[config.mk]
export PLATFORM = sky130hd
export DESIGN_NAME = id_stage_flat
export DESIGN_NICKNAME = d
export VERILOG_FILES = /design/src/rtl/rv_pkg.sv /design/src/rtl/id_stage_if.sv /design/src/rtl/rv_decoder.sv /design/src/rtl/id_stage.sv /design/src/flat_wrapper.sv
export SDC_FILE = /design/constraint.sdc
export NUM_CORES = 1
export LEC_CHECK = 0
export ABC_CLOCK_PERIOD_IN_PS = 5000
export CAP_MARGIN = 20
export CORE_ASPECT_RATIO = 0.75
export CORE_MARGIN = 2
export CORE_UTILIZATION = 48
export DETAILED_ROUTE_END_ITERATION = 6
export PLACE_DENSITY = 0.9
export SLEW_MARGIN = 20
export SYNTH_ARGS = -nofsm -noshare
export SYNTH_HDL_FRONTEND = slang
export SYNTH_HIERARCHICAL = 1
export SYNTH_SLANG_ARGS = --single-unit
[constraint.sdc]
create_clock -name clk -period 5 [get_ports clk]
set_input_delay 1 -clock clk [delete_from_list [all_inputs] [get_ports clk]]
set_output_delay 1 -clock clk [all_outputs]
set_load 0.05 [all_outputs]
[src/rtl/rv_pkg.sv]
// Shared RV32I decode types: ALU operation codes, opcodes, instruction classes
// and the decoded-entry record carried from ID to EX.
package rv_pkg;

  localparam int unsigned XLEN = 32;

  typedef enum logic [3:0] {
    ALU_ADD  = 4'b0000,
    ALU_SUB  = 4'b0001,
    ALU_SLT  = 4'b0010,
    ALU_SLTU = 4'b0011,
    ALU_AND  = 4'b0100,
    ALU_OR   = 4'b0101,
    ALU_XOR  = 4'b0110,
    ALU_SLL  = 4'b0111,
    ALU_SRL  = 4'b1000,
    ALU_SRA  = 4'b1001
  } alu_op_t;

  typedef enum logic [1:0] {
    CLS_ALU    = 2'd0,
    CLS_LOAD   = 2'd1,
    CLS_STORE  = 2'd2,
    CLS_BRANCH = 2'd3
  } instr_class_t;

  localparam logic [6:0] OPC_OP     = 7'b0110011;
  localparam logic [6:0] OPC_OP_IMM = 7'b0010011;
  localparam logic [6:0] OPC_LUI    = 7'b0110111;
  localparam logic [6:0] OPC_AUIPC  = 7'b0010111;
  localparam logic [6:0] OPC_LOAD   = 7'b0000011;
  localparam logic [6:0] OPC_STORE  = 7'b0100011;
  localparam logic [6:0] OPC_BRANCH = 7'b1100011;

  localparam logic [6:0] F7_BASE = 7'b0000000;
  localparam logic [6:0] F7_ALT  = 7'b0100000;

  typedef struct packed {
    alu_op_t      alu_op;
    logic [4:0]   rs1;
    logic [4:0]   rs2;
    logic [4:0]   rd;
    logic         rd_we;
    logic [31:0]  imm;
    logic [31:0]  pc;
    logic         op1_pc;
    logic         op2_imm;
    instr_class_t cls;
    logic [2:0]   funct3;
    logic         illegal;
  } decoded_t;

  // Register/immediate arithmetic mapping; alt selects SUB/SRA on the shared funct3 slots.
  function automatic alu_op_t alu_from_funct3(input logic [2:0] f3, input logic alt);
    alu_op_t op;
    case (f3)
      3'b000:  op = alt ? ALU_SUB : ALU_ADD;
      3'b001:  op = ALU_SLL;
      3'b010:  op = ALU_SLT;
      3'b011:  op = ALU_SLTU;
      3'b100:  op = ALU_XOR;
      3'b101:  op = alt ? ALU_SRA : ALU_SRL;
      3'b110:  op = ALU_OR;
      default: op = ALU_AND;
    endcase
    return op;
  endfunction

endpackage

[src/rtl/id_stage_if.sv]
// Fetch-to-ID and ID-to-EX handshake bundle. The master side drives the
// instruction beat and consumes the decoded entry; the slave side is the stage.
interface id_stage_if #(
  parameter int unsigned XLEN = rv_pkg::XLEN
);
  import rv_pkg::*;

  logic            in_valid;
  logic            in_ready;
  logic [XLEN-1:0] in_instr;
  logic [XLEN-1:0] in_pc;
  logic            flush;
  logic            out_valid;
  logic            out_ready;
  logic [3:0]      out_alu_op;
  logic [4:0]      out_rs1;
  logic [4:0]      out_rs2;
  logic [4:0]      out_rd;
  logic            out_rd_we;
  logic [XLEN-1:0] out_imm;
  logic [XLEN-1:0] out_pc;
  logic            out_op1_pc;
  logic            out_op2_imm;
  logic [1:0]      out_class;
  logic [2:0]      out_funct3;
  logic            out_illegal;

  modport master (
    output in_valid, in_instr, in_pc, flush, out_ready,
    input  in_ready, out_valid, out_alu_op, out_rs1, out_rs2, out_rd, out_rd_we,
           out_imm, out_pc, out_op1_pc, out_op2_imm, out_class, out_funct3, out_illegal
  );

  modport slave (
    input  in_valid, in_instr, in_pc, flush, out_ready,
    output in_ready, out_valid, out_alu_op, out_rs1, out_rs2, out_rd, out_rd_we,
           out_imm, out_pc, out_op1_pc, out_op2_imm, out_class, out_funct3, out_illegal
  );

endinterface

[src/rtl/rv_decoder.sv]
// Combinational RV32I decoder: instruction word to ALU control record.
// The pc field is left zero; the pipeline register fills it in.
module rv_decoder
  import rv_pkg::*;
(
  input  logic [31:0] instr,
  output decoded_t    dec
);

  logic [6:0]  opc;
  logic [2:0]  f3;
  logic [6:0]  f7;
  logic [31:0] imm_i;
  logic [31:0] imm_s;
  logic [31:0] imm_b;
  logic [31:0] imm_u;
  logic [31:0] shamt;
  logic        ill;
  logic        writes;

  assign opc   = instr[6:0];
  assign f3    = instr[14:12];
  assign f7    = instr[31:25];
  assign imm_i = {{20{instr[31]}}, instr[31:20]};
  assign imm_s = {{20{instr[31]}}, instr[31:25], instr[11:7]};
  assign imm_b = {{20{instr[31]}}, instr[7], instr[30:25], instr[11:8], 1'b0};
  assign imm_u = {instr[31:12], 12'b0};
  assign shamt = {27'b0, instr[24:20]};

  always_comb begin
    dec        = '0;
    dec.rs1    = instr[19:15];
    dec.rs2    = instr[24:20];
    dec.rd     = instr[11:7];
    dec.funct3 = f3;
    dec.alu_op = ALU_ADD;
    dec.cls    = CLS_ALU;
    ill        = 1'b0;
    writes     = 1'b0;

    case (opc)
      OPC_OP: begin
        writes     = 1'b1;
        dec.alu_op = alu_from_funct3(f3, f7 == F7_ALT);
        ill        = !((f7 == F7_BASE) ||
                       ((f7 == F7_ALT) && ((f3 == 3'b000) || (f3 == 3'b101))));
      end
      OPC_OP_IMM: begin
        writes      = 1'b1;
        dec.op2_imm = 1'b1;
        case (f3)
          3'b001: begin
            dec.alu_op = ALU_SLL;
            dec.imm    = shamt;
            ill        = (f7 != F7_BASE);
          end
          3'b101: begin
            dec.alu_op = alu_from_funct3(f3, f7 == F7_ALT);
            dec.imm    = shamt;
            ill        = !((f7 == F7_BASE) || (f7 == F7_ALT));
          end
          default: begin
            // funct7 bits are immediate here, so funct3 000 is always ADDI.
            dec.alu_op = alu_from_funct3(f3, 1'b0);
            dec.imm    = imm_i;
          end
        endcase
      end
      OPC_LUI: begin
        writes      = 1'b1;
        dec.rs1     = '0;
        dec.op2_imm = 1'b1;
        dec.imm     = imm_u;
      end
      OPC_AUIPC: begin
        writes      = 1'b1;
        dec.op1_pc  = 1'b1;
        dec.op2_imm = 1'b1;
        dec.imm     = imm_u;
      end
      OPC_LOAD: begin
        writes      = 1'b1;
        dec.cls     = CLS_LOAD;
        dec.op2_imm = 1'b1;
        dec.imm     = imm_i;
        ill         = (f3 == 3'b011) || (f3 == 3'b110) || (f3 == 3'b111);
      end
      OPC_STORE: begin
        dec.cls     = CLS_STORE;
        dec.op2_imm = 1'b1;
        dec.imm     = imm_s;
        ill         = (f3 > 3'b010);
      end
      OPC_BRANCH: begin
        dec.cls = CLS_BRANCH;
        dec.imm = imm_b;
        case (f3)
          3'b000, 3'b001: dec.alu_op = ALU_SUB;
          3'b100, 3'b101: dec.alu_op = ALU_SLT;
          3'b110, 3'b111: dec.alu_op = ALU_SLTU;
          default:        ill        = 1'b1;
        endcase
      end
      default: ill = 1'b1;
    endcase

    dec.rd_we = writes && !ill && (dec.rd != 5'd0);

    // Illegal entries still travel to EX, so they are reduced to a harmless ADD.
    if (ill) begin
      dec.alu_op  = ALU_ADD;
      dec.cls     = CLS_ALU;
      dec.imm     = '0;
      dec.op1_pc  = 1'b0;
      dec.op2_imm = 1'b0;
    end
    dec.illegal = ill;
  end

endmodule

[src/rtl/id_stage.sv]
// Registered decode stage: one-entry pipeline register behind a valid/ready
// handshake, with flush for branch redirects.
module id_stage
  import rv_pkg::*;
#(
  parameter int unsigned XLEN = 32
) (
  input logic      clk,
  input logic      rst_n,
  id_stage_if.slave bus
);

  decoded_t        dec;
  decoded_t        nxt;
  decoded_t        q;
  logic            valid_q;
  logic            accept;
  logic [XLEN-1:0] pc_in;

  rv_decoder u_dec (
    .instr (bus.in_instr),
    .dec   (dec)
  );

  assign pc_in        = bus.in_pc;
  assign bus.in_ready = !valid_q || bus.out_ready;
  assign accept       = bus.in_valid && bus.in_ready;

  always_comb begin
    nxt    = dec;
    nxt.pc = pc_in;
  end

  // Flush beats accept: a beat arriving alongside a redirect is on the wrong path.
  always_ff @(posedge clk) begin
    if (!rst_n) begin
      valid_q <= 1'b0;
      q       <= '0;
    end else if (bus.flush) begin
      valid_q <= 1'b0;
    end else if (accept) begin
      valid_q <= 1'b1;
      q       <= nxt;
    end else if (bus.out_ready) begin
      valid_q <= 1'b0;
    end
  end

  assign bus.out_valid   = valid_q;
  assign bus.out_alu_op  = q.alu_op;
  assign bus.out_rs1     = q.rs1;
  assign bus.out_rs2     = q.rs2;
  assign bus.out_rd      = q.rd;
  assign bus.out_rd_we   = q.rd_we;
  assign bus.out_imm     = q.imm;
  assign bus.out_pc      = q.pc;
  assign bus.out_op1_pc  = q.op1_pc;
  assign bus.out_op2_imm = q.op2_imm;
  assign bus.out_class   = q.cls;
  assign bus.out_funct3  = q.funct3;
  assign bus.out_illegal = q.illegal;

endmodule

[src/flat_wrapper.sv]
// flat-port wrapper written by rule: the top's interface ports become plain ports
module id_stage_flat import rv_pkg::*;
#(
  parameter int unsigned XLEN = 32
)
  (clk, rst_n, bus_in_valid, bus_in_instr, bus_in_pc, bus_flush, bus_out_ready, bus_in_ready, bus_out_valid, bus_out_alu_op, bus_out_rs1, bus_out_rs2, bus_out_rd, bus_out_rd_we, bus_out_imm, bus_out_pc, bus_out_op1_pc, bus_out_op2_imm, bus_out_class, bus_out_funct3, bus_out_illegal);
  id_stage_if #(.XLEN(XLEN)) bus_i ();
  input logic clk;
  input logic rst_n;
  input wire logic [$bits(bus_i.in_valid)-1:0] bus_in_valid;
  input wire logic [$bits(bus_i.in_instr)-1:0] bus_in_instr;
  input wire logic [$bits(bus_i.in_pc)-1:0] bus_in_pc;
  input wire logic [$bits(bus_i.flush)-1:0] bus_flush;
  input wire logic [$bits(bus_i.out_ready)-1:0] bus_out_ready;
  output wire logic [$bits(bus_i.in_ready)-1:0] bus_in_ready;
  output wire logic [$bits(bus_i.out_valid)-1:0] bus_out_valid;
  output wire logic [$bits(bus_i.out_alu_op)-1:0] bus_out_alu_op;
  output wire logic [$bits(bus_i.out_rs1)-1:0] bus_out_rs1;
  output wire logic [$bits(bus_i.out_rs2)-1:0] bus_out_rs2;
  output wire logic [$bits(bus_i.out_rd)-1:0] bus_out_rd;
  output wire logic [$bits(bus_i.out_rd_we)-1:0] bus_out_rd_we;
  output wire logic [$bits(bus_i.out_imm)-1:0] bus_out_imm;
  output wire logic [$bits(bus_i.out_pc)-1:0] bus_out_pc;
  output wire logic [$bits(bus_i.out_op1_pc)-1:0] bus_out_op1_pc;
  output wire logic [$bits(bus_i.out_op2_imm)-1:0] bus_out_op2_imm;
  output wire logic [$bits(bus_i.out_class)-1:0] bus_out_class;
  output wire logic [$bits(bus_i.out_funct3)-1:0] bus_out_funct3;
  output wire logic [$bits(bus_i.out_illegal)-1:0] bus_out_illegal;
  assign bus_i.in_valid = bus_in_valid;
  assign bus_i.in_instr = bus_in_instr;
  assign bus_i.in_pc = bus_in_pc;
  assign bus_i.flush = bus_flush;
  assign bus_i.out_ready = bus_out_ready;
  assign bus_in_ready = bus_i.in_ready;
  assign bus_out_valid = bus_i.out_valid;
  assign bus_out_alu_op = bus_i.out_alu_op;
  assign bus_out_rs1 = bus_i.out_rs1;
  assign bus_out_rs2 = bus_i.out_rs2;
  assign bus_out_rd = bus_i.out_rd;
  assign bus_out_rd_we = bus_i.out_rd_we;
  assign bus_out_imm = bus_i.out_imm;
  assign bus_out_pc = bus_i.out_pc;
  assign bus_out_op1_pc = bus_i.out_op1_pc;
  assign bus_out_op2_imm = bus_i.out_op2_imm;
  assign bus_out_class = bus_i.out_class;
  assign bus_out_funct3 = bus_i.out_funct3;
  assign bus_out_illegal = bus_i.out_illegal;
  id_stage #(.XLEN(XLEN)) u_core (.clk(clk), .rst_n(rst_n), .bus(bus_i));
endmodule
==> summary.md <==
| Metric | Value |
|---|---|
| Hold worst-path end | u_core/bus.out_rs1[4]$_SDFFE_PN0P_ |
| Crit path max-delay cell type | clkdlybuf4s50_1 |
| CP arrival | 3.72 ns |
| Post_cts resized | 0 |
| Peak supply drop | 0.000156 V |
| Delay-heaviest family, CP | buffers and inverters |
| Area of the mapped netlist | 0.00489 sq mm |
| Worst min path class | reg2reg |
| Crit end category | register |
| DRC viols | 0 |
| CTS tree | yes |
| H-tree levels | 3 |
| Tcrit/Tclk final | 70.3% |
| Clock sinks | 93 |
| P_leak | 2.31 nW |
| Flop pwr share | 44.5% |
| CP Data Required Time | 5.20 ns |
| Gr usage total | 23.3% |
| Port bufs | 162 |
| Via count | 4408 |
| Critical path launch point type | input pin |
| Cells after DPL | 821 |
| Setup-failing EPs final | 0 |
| Fmax | 0.285 GHz |
| Setup tns final | 0 ns |
| Antenna-violating nets left | 0 |
| Path depth of the worst reg2reg path | 4 |
| Most frequent cells in the layout | nand2_1, clkdlybuf4s50_1, dfxtp_1 |
| Delay of the slowest critical-path stage | 0.78 ns |
| Switch share | 27.9% |
| Final Hold Viols | 0 |
| FF-to-FF Start | u_core/bus.out_valid$_SDFFE_PP0P_ |
| Slew HR | 53.2% |
| DIE AREA | 0.0110 sq mm |
| Worst hold start | u_core/bus.out_rs1[4]$_SDFFE_PN0P_ |
| Hold Crit Depth | 2 |
| Cells after Synth | 579 |
| Status | finished, final reports clean |
| Metal2 WL | 5.75 mm |
| Met3 wire length | 1.13 mm |
| Gate power share | 18.1% |
| Antenna diode count | 0 |
| Hold buffers post-CTS | 0 |
| Final wirelength | 12.9 mm |
| Clock slew at reported path FFs | 0.07 ns |
| Pins over their slew limit | 0 |
| Layout cells sized above 1 | 5.39% |
| Chip width | 121 um |
| Largest net degree at the start of global routing | 93 |
| Setup Buffers After CTS | 0 |
| First-pass GRT wire length | 20.6 mm |
| Critical Path, Cell by Cell | clkdlybuf4s50_1, inv_1, ha_1, a21oi_1, a21boi_0, a311o_1, o211ai_2, buf_4, nor2_1, nand2_1, mux2i_1 |
| Pwr/cell area | 266 mW/mm^2 |
| # Max-Cap Violations | 0 |
| R2r endpoint | u_core/bus.out_pc[31]$_SDFFE_PN0P_ |
| Clk network pwr share | 37.4% |
| Initial Util | 50.1% |
| Row Count | 31 |
| Initial antenna violation count | 0 |
| Buf+Inv Stages, Crit Path | 3 |
| Psw | 0.484 mW |
| RSZ-0062 raised after global routing | no |
| Congestion Overflow GR | 0 |
| Worst Skew | 0.0103 ns |
| Total CTS buffers | 9 |
| CORE AREA | 0.00977 sq mm |
| Worst-Skew Late Latency | 0.34 ns |
| Synthesis-to-layout area growth | 33.7% |
| Vias/cell | 5.27 |
| R2R Setup Slk | 3.35 ns |
| Min Tclk post-route | 3.51 ns |
| Uppermost layer routed | met4 |
| Yosys warns | 6 |
| IO Pins | 163 |
| Mapped Nets | 653 |
| CTS Root Cell | clkbuf_16 |
| First-pass DRT Iterations | 5 |
| Die Y | 91.4 um |
| Crit Path Class | in2reg |
| Metal-1 WL | 5.90 mm |
| Fin cells | 837 |
| Dpl hpwl | 9.09 mm |
| Total internal power | 1.25 mW |
| Avg WL per Cell | 15.4 um |
| Post-Syn Area per Cell | 8.45 sq um |
| Starting DRC count in detailed routing | 361 |
| Vias in the first global route | 4081 |
| Commonest non-fill, non-tap cell in the layout | nand2_1 |
| Worst-path fanout max | 25 |
| Clk buf depth | 2 |
| Worst-Margin Slew | 0.702 ns |
| Final #Nets | 774 |
| RePlAce Congestion | 0.937 |
==> worst reg2reg max path, cell delays in order, from the launching register on <==
cell and delay (ns):
dfxtp_1 0.32, nor2b_4 0.14, nor3b_4 0.20, buf_12 0.48, mux2i_1 0.43
==> area by class of cell <==
type	instances	area (sq um)
Fill cell	792	3230
Multi-Input combinational cell	423	2540
Sequential cell	93	1860
Timing Repair Buffer	167	1670
Clock buffer	11	253
Tap cell	132	165
Clock inverter	5	33.8
Inverter	6	22.5
==> sequential cells by signal, summed over array words and instances, names as in the netlist, 2 cells and up <==
register,flops
u_core/bus.out_imm,32
u_core/bus.out_pc,32
u_core/bus.out_rd,5
u_core/bus.out_rs1,5
u_core/bus.out_rs2,5
u_core/bus.out_alu_op,4
u_core/bus.out_funct3,3
u_core/bus.out_class,2
==> routing by layer <==
metal,track usage [%],vias up
met3,7.66,16
met2,35.6,220
met4,5.43,0
met1,31.9,2029
li1,-,2143
met5,0,-
==> metrics by stage <==
step	hold slack (ns)	area [sq um]	util, %	total power, mW	setup WS (ns)
after floorplan	0.670	4890	-	0.999	2.23
after global placement	0.441	6260	64.0	1.10	1.32
after detailed placement	0.446	6260	64.0	1.10	1.19
after CTS	0.458	6540	66.9	1.76	1.56
after global routing	0.471	6540	66.9	1.81	1.25
final	0.452	6540	66.9	1.74	1.49
==> power groups by stage <==
stage	Combinational, mW	Clock (mW)	Sequential, mW
2_1_floorplan	0.132	0	0.867
3_3_place_gp	0.308	0	0.790
3_5_place_dp	0.312	0	0.792
4_1_cts	0.314	0.667	0.775
5_1_grt	0.333	0.697	0.777
6_report	0.315	0.650	0.775
==> worst max path at each step <==
| stage | startpoint | to | cells past startpoint |
|---|---|---|---|
| final | bus_in_instr[13] | u_core/bus.out_imm[2]$_SDFFE_PN0P_ | 11 |
| after global routing | bus_in_instr[13] | u_core/bus.out_imm[2]$_SDFFE_PN0P_ | 11 |
| after CTS | bus_in_instr[13] | u_core/bus.out_imm[4]$_SDFFE_PN0P_ | 11 |
| after detailed placement | bus_in_instr[13] | u_core/bus.out_imm[4]$_SDFFE_PN0P_ | 11 |
| after global placement | bus_in_instr[5] | u_core/bus.out_imm[11]$_SDFFE_PN0P_ | 9 |
| after floorplan | bus_in_instr[13] | u_core/bus.out_illegal$_SDFFE_PN0P_ | 11 |
(Power assumes the default switching activity.)
